$ cat src/rtl/pipe_hazard_scoreboard.sv
// Hazard/forwarding scoreboard beside ID: tracks in-flight destinations and picks forward sources or stalls.
// Define HAZ_FORWARD_EN for per-latency forwarding; left undefined, any in-flight match stalls and fwd sels are 0.
module pipe_hazard_scoreboard #(
  parameter int NUM_STAGES = 3,
  parameter int ADDR_W     = 5,
  parameter int ALU_LAT    = 1,
  parameter int LOAD_LAT   = 2,
  parameter int CNT_W      = 32,
  localparam int SEL_W     = $clog2(NUM_STAGES + 1)
) (
  input  logic              clock,
  input  logic              reset,
  input  logic              id_valid,
  input  logic              id_flush,
  input  logic [ADDR_W-1:0] id_rs,
  input  logic [ADDR_W-1:0] id_rt,
  input  logic              id_use_rs,
  input  logic              id_use_rt,
  input  logic              id_rf_we,
  input  logic [ADDR_W-1:0] id_rf_waddr,
  input  logic              id_is_load,
  output logic              stall,
  output logic              id_issue,
  output logic [SEL_W-1:0]  fwd_rs_sel,
  output logic [SEL_W-1:0]  fwd_rt_sel,
  output logic [CNT_W-1:0]  stall_count
);

`ifdef HAZ_FORWARD_EN
  localparam bit FWD_EN = 1'b1;
`else
  localparam bit FWD_EN = 1'b0;
`endif

  logic [NUM_STAGES-1:0] v_q, v_d;
  logic [NUM_STAGES-1:0] we_q, we_d;
  logic [ADDR_W-1:0]     waddr_q [NUM_STAGES];
  logic [ADDR_W-1:0]     waddr_d [NUM_STAGES];
  logic [SEL_W-1:0]      lat_q   [NUM_STAGES];
  logic [SEL_W-1:0]      lat_d   [NUM_STAGES];
  logic [CNT_W-1:0]      stall_count_q, stall_count_d;

  logic             rs_hit, rs_ready, rt_hit, rt_ready;
  logic [SEL_W-1:0] rs_idx, rt_idx;
  logic             rs_block, rt_block;

  // Scan oldest to youngest so the youngest matching entry overwrites older ones.
  always_comb begin
    rs_hit   = 1'b0;
    rs_ready = 1'b0;
    rs_idx   = '0;
    rt_hit   = 1'b0;
    rt_ready = 1'b0;
    rt_idx   = '0;
    for (int k = NUM_STAGES - 1; k >= 0; k--) begin
      if (v_q[k] && we_q[k] && (waddr_q[k] == id_rs) && (id_rs != '0)) begin
        rs_hit   = 1'b1;
        rs_ready = (SEL_W'(k) >= lat_q[k]);
        rs_idx   = SEL_W'(k + 1);
      end
      if (v_q[k] && we_q[k] && (waddr_q[k] == id_rt) && (id_rt != '0)) begin
        rt_hit   = 1'b1;
        rt_ready = (SEL_W'(k) >= lat_q[k]);
        rt_idx   = SEL_W'(k + 1);
      end
    end
  end

  always_comb begin
    rs_block   = rs_hit & ~(FWD_EN & rs_ready);
    rt_block   = rt_hit & ~(FWD_EN & rt_ready);
    stall      = ~reset & id_valid & ~id_flush &
                 ((id_use_rs & rs_block) | (id_use_rt & rt_block));
    id_issue   = ~reset & id_valid & ~id_flush & ~stall;
    fwd_rs_sel = (FWD_EN && !reset) ? rs_idx : '0;
    fwd_rt_sel = (FWD_EN && !reset) ? rt_idx : '0;
  end

  always_comb begin
    v_d[0]     = id_issue;
    we_d[0]    = id_rf_we;
    waddr_d[0] = id_rf_waddr;
    lat_d[0]   = id_is_load ? SEL_W'(LOAD_LAT) : SEL_W'(ALU_LAT);
    for (int k = 1; k < NUM_STAGES; k++) begin
      v_d[k]     = v_q[k-1];
      we_d[k]    = we_q[k-1];
      waddr_d[k] = waddr_q[k-1];
      lat_d[k]   = lat_q[k-1];
    end
    stall_count_d = (stall && (stall_count_q != '1)) ? stall_count_q + CNT_W'(1) : stall_count_q;
  end

  always_ff @(posedge clock) begin
    if (reset) begin
      v_q           <= '0;
      stall_count_q <= '0;
    end else begin
      v_q           <= v_d;
      stall_count_q <= stall_count_d;
    end
  end

  // Payload fields are qualified by v, so they need no reset.
  always_ff @(posedge clock) begin
    we_q    <= we_d;
    waddr_q <= waddr_d;
    lat_q   <= lat_d;
  end

  assign stall_count = stall_count_q;

endmodule

$ cat config.mk
export PLATFORM = sky130hd
export DESIGN_NAME = pipe_hazard_scoreboard
export DESIGN_NICKNAME = d
export VERILOG_FILES = /design/src/rtl/pipe_hazard_scoreboard.sv
export SDC_FILE = /design/constraint.sdc
export NUM_CORES = 1
export LEC_CHECK = 0
export ABC_AREA = 1
export BUFFER_PORTS_ARGS = -buffer_cell sky130_fd_sc_hd__buf_2
export CORE_MARGIN = 5
export CORE_UTILIZATION = 56
export DETAILED_ROUTE_END_ITERATION = 8
export GPL_ROUTABILITY_DRIVEN = 0
export PLACE_DENSITY = 0.8
export SKIP_CTS_REPAIR_TIMING = 1
export SYNTH_ARGS = -nofsm -noshare
export SYNTH_HDL_FRONTEND = slang
export SYNTH_SLANG_ARGS = --single-unit
$ cat constraint.sdc
create_clock -name clock -period 2.2 [get_ports clock]
set_input_delay 0.11 -clock clock [delete_from_list [all_inputs] [get_ports clock]]
set_output_delay 0.11 -clock clock [all_outputs]
set_load 0.03 [all_outputs]
# Word level (Yosys, flattened, before mapping)
# Cells that the tools add are included.
# word_totals
input_bits	23
output_inout_bits	38
elab_cells	48
register_bits	53
# op_classes
n_reduce_logical	18
bitwise	10
addsub	1
eq_ne	7
muxes	6
# ops
operator	count
adder 32 x 1 -> 32 bit, second input constant	1
!= test 32 bit, second input constant	1
== test 5 bit	6
logical AND 1 bit	16
nonzero test 5 bit	2
AND 1 bit	6
2-to-1 mux 1 bit	6
NOT 1 bit	3
OR 1 bit	1

# Depth between registers and ports, before layout
# depth
ltp_word	11
ltp_mapped	13
mapped_depth_nobuf	12

# Worst setup path before layout
# No wires, ideal clock.
# synth_path
kind	reg-to-reg
from	register stall_count_q[0] (netlist: stall_count[0])
to	register stall_count_q[10] (netlist: stall_count[10])
required_ps	2068
n_path_buf	1
synth_period_minus_slack_ps	2054
slack_ps	146
path_stages_with_launch	10
setup_time_ps	132
t_arrival_ps	1922
cell_sequence	dfxtp_1 -> ha_1 -> nand3_2 -> nor2_4 -> nand3_2 -> nor2_4 -> nand4_4 -> clkbuf_1 -> nand4_1 -> a21oi_1
# synth_between
elab_chain_cells	2
word_cells_on_any_way	3
classes_between	add/sub: 1; eq/ne: 1; reduce/logical: 1
# synth_lines
element	line	text
start, declared	41	logic [CNT_W-1:0] stall_count_q, stall_count_d;
start signal, assigned	99	stall_count_q <= stall_count_d;
branches (longest 2 deep; another with adder 32 x 1 -> 32 bit)	n/a	
# Several ways; the timed one is not identified.
# A chain may end at the register's enable or synchronous reset.

# Worst setup path in the final report
# layout_path
from	register waddr_q, in the netlist waddr_d[6]
to	output id_issue
# layout_between
elab_chain_cells	9
word_cells_on_any_way	14
classes_between	eq/ne: 2; mux: 2; bitwise: 6; reduce/logical: 4
# layout_lines
element	line	text
start, declared	37	logic [ADDR_W-1:0] waddr_q [NUM_STAGES];
start signal, assigned	106	waddr_q <= waddr_d;
== test 5 bit (on tied branches)	56, 61	
logical AND 1 bit (on tied branches) (2 in a row)	56, 61	
2-to-1 mux 1 bit (on tied branches)	56, 61	
AND 1 bit	73	((id_use_rs & rs_block) | (id_use_rt & rt_block));
OR 1 bit *	73	
AND 1 bit *	72	stall = ~reset & id_valid & ~id_flush &
NOT 1 bit *	74	id_issue = ~reset & id_valid & ~id_flush & ~stall;
AND 1 bit *	74	
end, declared	23	output logic id_issue,
# Every way passes the cells marked *; elsewhere a longest branch is shown, timed or not.

==> flow_results.org <==
** STA
- In this run the tightest slew margin relative to its limit is 64.5%.
- Hold timing on the final database bottoms out at a slack of 131 ps.
- Highest clock rate :: 497 MHz
- The final critical path takes up 91.4% of the cycle.
- Max-slew violation total from the final report :: 0
- Time the worst path needs with I/O delays and setup :: 2010 ps
- Post-route clock skew :: 9.84 ps
- Final number of hold-violating endpoints :: 0
- Worst Tran Pin Value :: around 530 ps
- Final setup TNS :: 0 ps
- Final setup viols :: 0

** Power and ir drop
- Static power due to leakage :: between 1.5 and 2 nW
- Power density normalized to cell area :: 453 nW/um^2
- Per report_power, the clock group accounts for 33.3% of the total.
- The worst-case IR drop observed on VDD is 0.000280 V.
- Combinational power share :: 9.0%
- Int Power :: approximately 1.3 mW
- Relative contribution of sequential cells to total power :: 57.8%
- Net switching is 26.5% of the power.
- Reported net switching power :: 456 uW

** Floorplanning
- Die boundary height :: ~86 um
- Initial Utilization :: 58.2%
- The floorplan step defined a die boundary enclosing 7420 um^2.
- In this run the horizontal extent of the chip is between 80 and 90 um.
- Pin placement for this block handled 61 I/O pins.
- Core Region :: 5570 um^2
- In this run the core area contains 27 standard-cell rows.

** Placement
- Port Buffer Count :: 55
- Total half-perimeter wirelength after legalization and detailed placement :: 6.74 mm

** Clock tree
- Clock H-tree levels :: 2
- For the worst-skew pair, the clock arrives at the later sink with an insertion delay of ~310 ps.
- Clock-pin slew was measured on the worst setup and hold paths at ~100 ps.
- Clock tree from TritonCTS :: yes
- The tree is rooted in a sky130_fd_sc_hd__clkbuf_8.
- Largest buffer count on any clock path :: 2
- The clock drives between 50 and 60 sinks.
- Buffers inserted during clock tree synthesis total 5.

** Global routing
- The first global-routing pass estimated 15.0 mm of wire.
- Grt total ovfl :: 0
- The number of global-route vias before repair is between 3000 and 4000.
- Global routing consumed, over all layers together, about a quarter of the routing resources.
- Number of antenna violations at the first check in global routing :: 0
- Maximum number of pins on one net before global-route repair :: 32

** Synth
- Measured against the total synthesized area, the mux share comes to 0%.
- Synthesized-area fraction occupied by ao, oa, aoi and oai cells :: 5.59%
- The biggest area contributor in the post-synthesis netlist is sky130_fd_sc_hd__dfxtp_1.
- Basic-gate share of the synthesized area counting and, or, nand and nor cells :: 45.0%
- Ranked by total cell area, the synthesized netlist is headed by sky130_fd_sc_hd__dfxtp_1 (33%), sky130_fd_sc_hd__nand2_1 (21%), sky130_fd_sc_hd__nor2_1 (8.2%), sky130_fd_sc_hd__nand4_1 (7.7%), sky130_fd_sc_hd__inv_1 (7.5%).
- After Yosys synthesis, XOR and XNOR cells account for about 5.4% of the synthesized area.
- Cells after Synth :: approximately 530
- Cell variety after synth :: 26
- For this run, the number of Yosys warnings is 0.
- Summing the sequential cell areas from Yosys gives between 30 and 40% of the chip area.
- Asr flop ratio synth :: 0%
- Cell Area, Synth :: 3250 um^2
- Mean post-synth cell area :: 6.18 um^2
- Share of the synthesized area in the top cell type :: 32.7%
- Leading cell type by number of instances after synthesis :: sky130_fd_sc_hd__nand2_1
- Post-synthesis adder-cell area fraction :: 0.385%
- Main synth FF type :: sky130_fd_sc_hd__dfxtp_1
- In this run, synthesis produced a sequential element count of 53.
- Yosys mapped a number of flops with a built-in enable equal to 0.
- Largest family of logic cells by synthesized area :: simple AND/OR/NAND/NOR gates
- After synthesis, the most frequently instantiated cells are sky130_fd_sc_hd__nand2_1 (178), sky130_fd_sc_hd__nor2_1 (71), sky130_fd_sc_hd__inv_1 (65).

** Setup path
- Critical Path End Type :: primary output
- Tracing the worst setup path back leads to its startpoint at waddr_d[6]$_DFF_P_.
- Setup crit start kind :: flop
- Worst setup path category :: reg2out
- Data on the critical path is required at its endpoint by 2090 ps.
- Crit-path max FO :: 19
- Data on the critical path arrives at its endpoint at 1900 ps.
- The worst register-to-register path begins at stall_count[0]$_SDFFE_PP0P_.

** Cells and area
- Number of nets in the layout :: 615
- # fillers :: 506
- 0 antenna diodes ended up in the layout.
- Relative to the synthesized area, the layout overhead comes to 17.0%.
- Cells fill 68.2% of the core in the end.
- Proportion of layout cells with a drive suffix above 1 :: 15.0%

** Detailed routing
- Count of nets left with antenna violations after detail routing :: 0
- Count of TritonRoute iterations in the first routing pass :: 6
- After the first detailed-routing iteration, the DRC count stood at about 310.
- For this run, design rule violations remaining after detail routing come to 0.
- Dividing the detail-routed via count by the number of cells gives 5.39.
- Detailed Route WL :: 8.92 mm
- Detailed-route wire length per cell :: 13.4 um
- Number of vias in the routed layout :: 3580

** Job
- Max-cap violations in this run came to 0.

** Min path
- Source of the worst hold timing path :: id_flush
- Worst min-delay path class :: in2reg

** Outcome
- Outcome :: completed
[path summary, 6_finish.rpt]
check	cells after the start	slack [ps]	to
worst min-delay path	4	130	v_q[0]$_SDFF_PP0_
worst max-delay path	10	190	id_issue
worst max register to register	10	210	stall_count[17]$_SDFFE_PP0P_
worst min register to register	0	360	we_q[2]$_DFF_P_
[layer usage]
layer	vias up	GRT usage, %	share of wire (%)
li1	1792	-	-
met1	1603	33.1	44
met2	163	39.4	46
met3	22	4.90	8.5
met4	0	9.50	2.0
met5	-	0	0
[cell type report]
cell class	instances	area, um^2	area share (%)
Clock buffer	5	68.8	1.81
Sequential cell	53	1060	28.0
Inverter	65	244	6.42
Clock inverter	3	25.0	0.659
Timing Repair Buffer	75	444	11.7
Tap cell	72	90.1	2.37
Multi-Input combinational cell	391	1870	49.1
[registers in the layout, summed over array words and instances, names as in the netlist]
name         cells
v_q              3
stall_count     32
waddr_q          5
waddr_d         10
we_q             3
[cells by family (layout without fill, tap and decap cells)]
| family | count (synthesis) | after routing |
|---|---|---|
| AOI/OAI and AO/OA | 35 | 35 |
| buffers and inverters | 84 | 148 |
| DFF | 53 | 53 |
| xor gates and xnor gates | 20 | 20 |
| other | 1 | 4 |
| adders and majority gates | 1 | 1 |
| and+or+nand+nor | 331 | 331 |
[worst max-delay path: stages (launching register included)]
cell and delay (ps):
sky130_fd_sc_hd__dfxtp_1 400, sky130_fd_sc_hd__inv_1 90, sky130_fd_sc_hd__o21ai_0 150, sky130_fd_sc_hd__nor2_1 60, sky130_fd_sc_hd__nand3_1 70, sky130_fd_sc_hd__nand3_1 80
sky130_fd_sc_hd__nand2_1 90, sky130_fd_sc_hd__nand2_1 130, sky130_fd_sc_hd__buf_6 200, sky130_fd_sc_hd__nor2_1 110, sky130_fd_sc_hd__buf_2 210
[through the flow]
stage / std cells / power, mW / area (um^2) / setup slack, ps
final: 664 / 1.72 / 3800 / 190
after global routing: 664 / 1.81 / 3800 / -17.4
after CTS: 658 / 1.72 / 3720 / 142
after detailed placement: 650 / 1.16 / 3630 / 167
after global placement: 650 / 1.15 / 3630 / 247
after floorplan: 528 / 1.11 / 3260 / 146
[layout by cell type (no fill, tap or decap), types with 2 or more instances in the layout]
master                          count
sky130_fd_sc_hd__o21ai_0            7
sky130_fd_sc_hd__a21oi_1           26
sky130_fd_sc_hd__nor2_4             2
sky130_fd_sc_hd__nand2_1          178
sky130_fd_sc_hd__nor3_1             6
sky130_fd_sc_hd__dfxtp_1           52
sky130_fd_sc_hd__nand4_1           40
sky130_fd_sc_hd__xor2_1            13
sky130_fd_sc_hd__conb_1             4
sky130_fd_sc_hd__dlygate4sd3_1      6
sky130_fd_sc_hd__clkbuf_8           5
sky130_fd_sc_hd__nor2_2             2
sky130_fd_sc_hd__buf_4             13
sky130_fd_sc_hd__nor2_1            70
sky130_fd_sc_hd__nand3b_1           4
sky130_fd_sc_hd__buf_2             55
sky130_fd_sc_hd__nand3_1           22
sky130_fd_sc_hd__xnor2_1            7
sky130_fd_sc_hd__inv_1             65
sky130_fd_sc_hd__nand3_2            4
sky130_fd_sc_hd__inv_6              2
[power by group through the flow]
stage               clock network [mW]  logic, mW  registers [mW]
floorplan                            0     0.0971            1.01
global placement                     0      0.138            1.01
detailed placement                   0      0.142            1.02
CTS                              0.589      0.143           0.993
global route                     0.637      0.173           0.997
finish                           0.573      0.154           0.994
(Power assumes the default switching activity.)
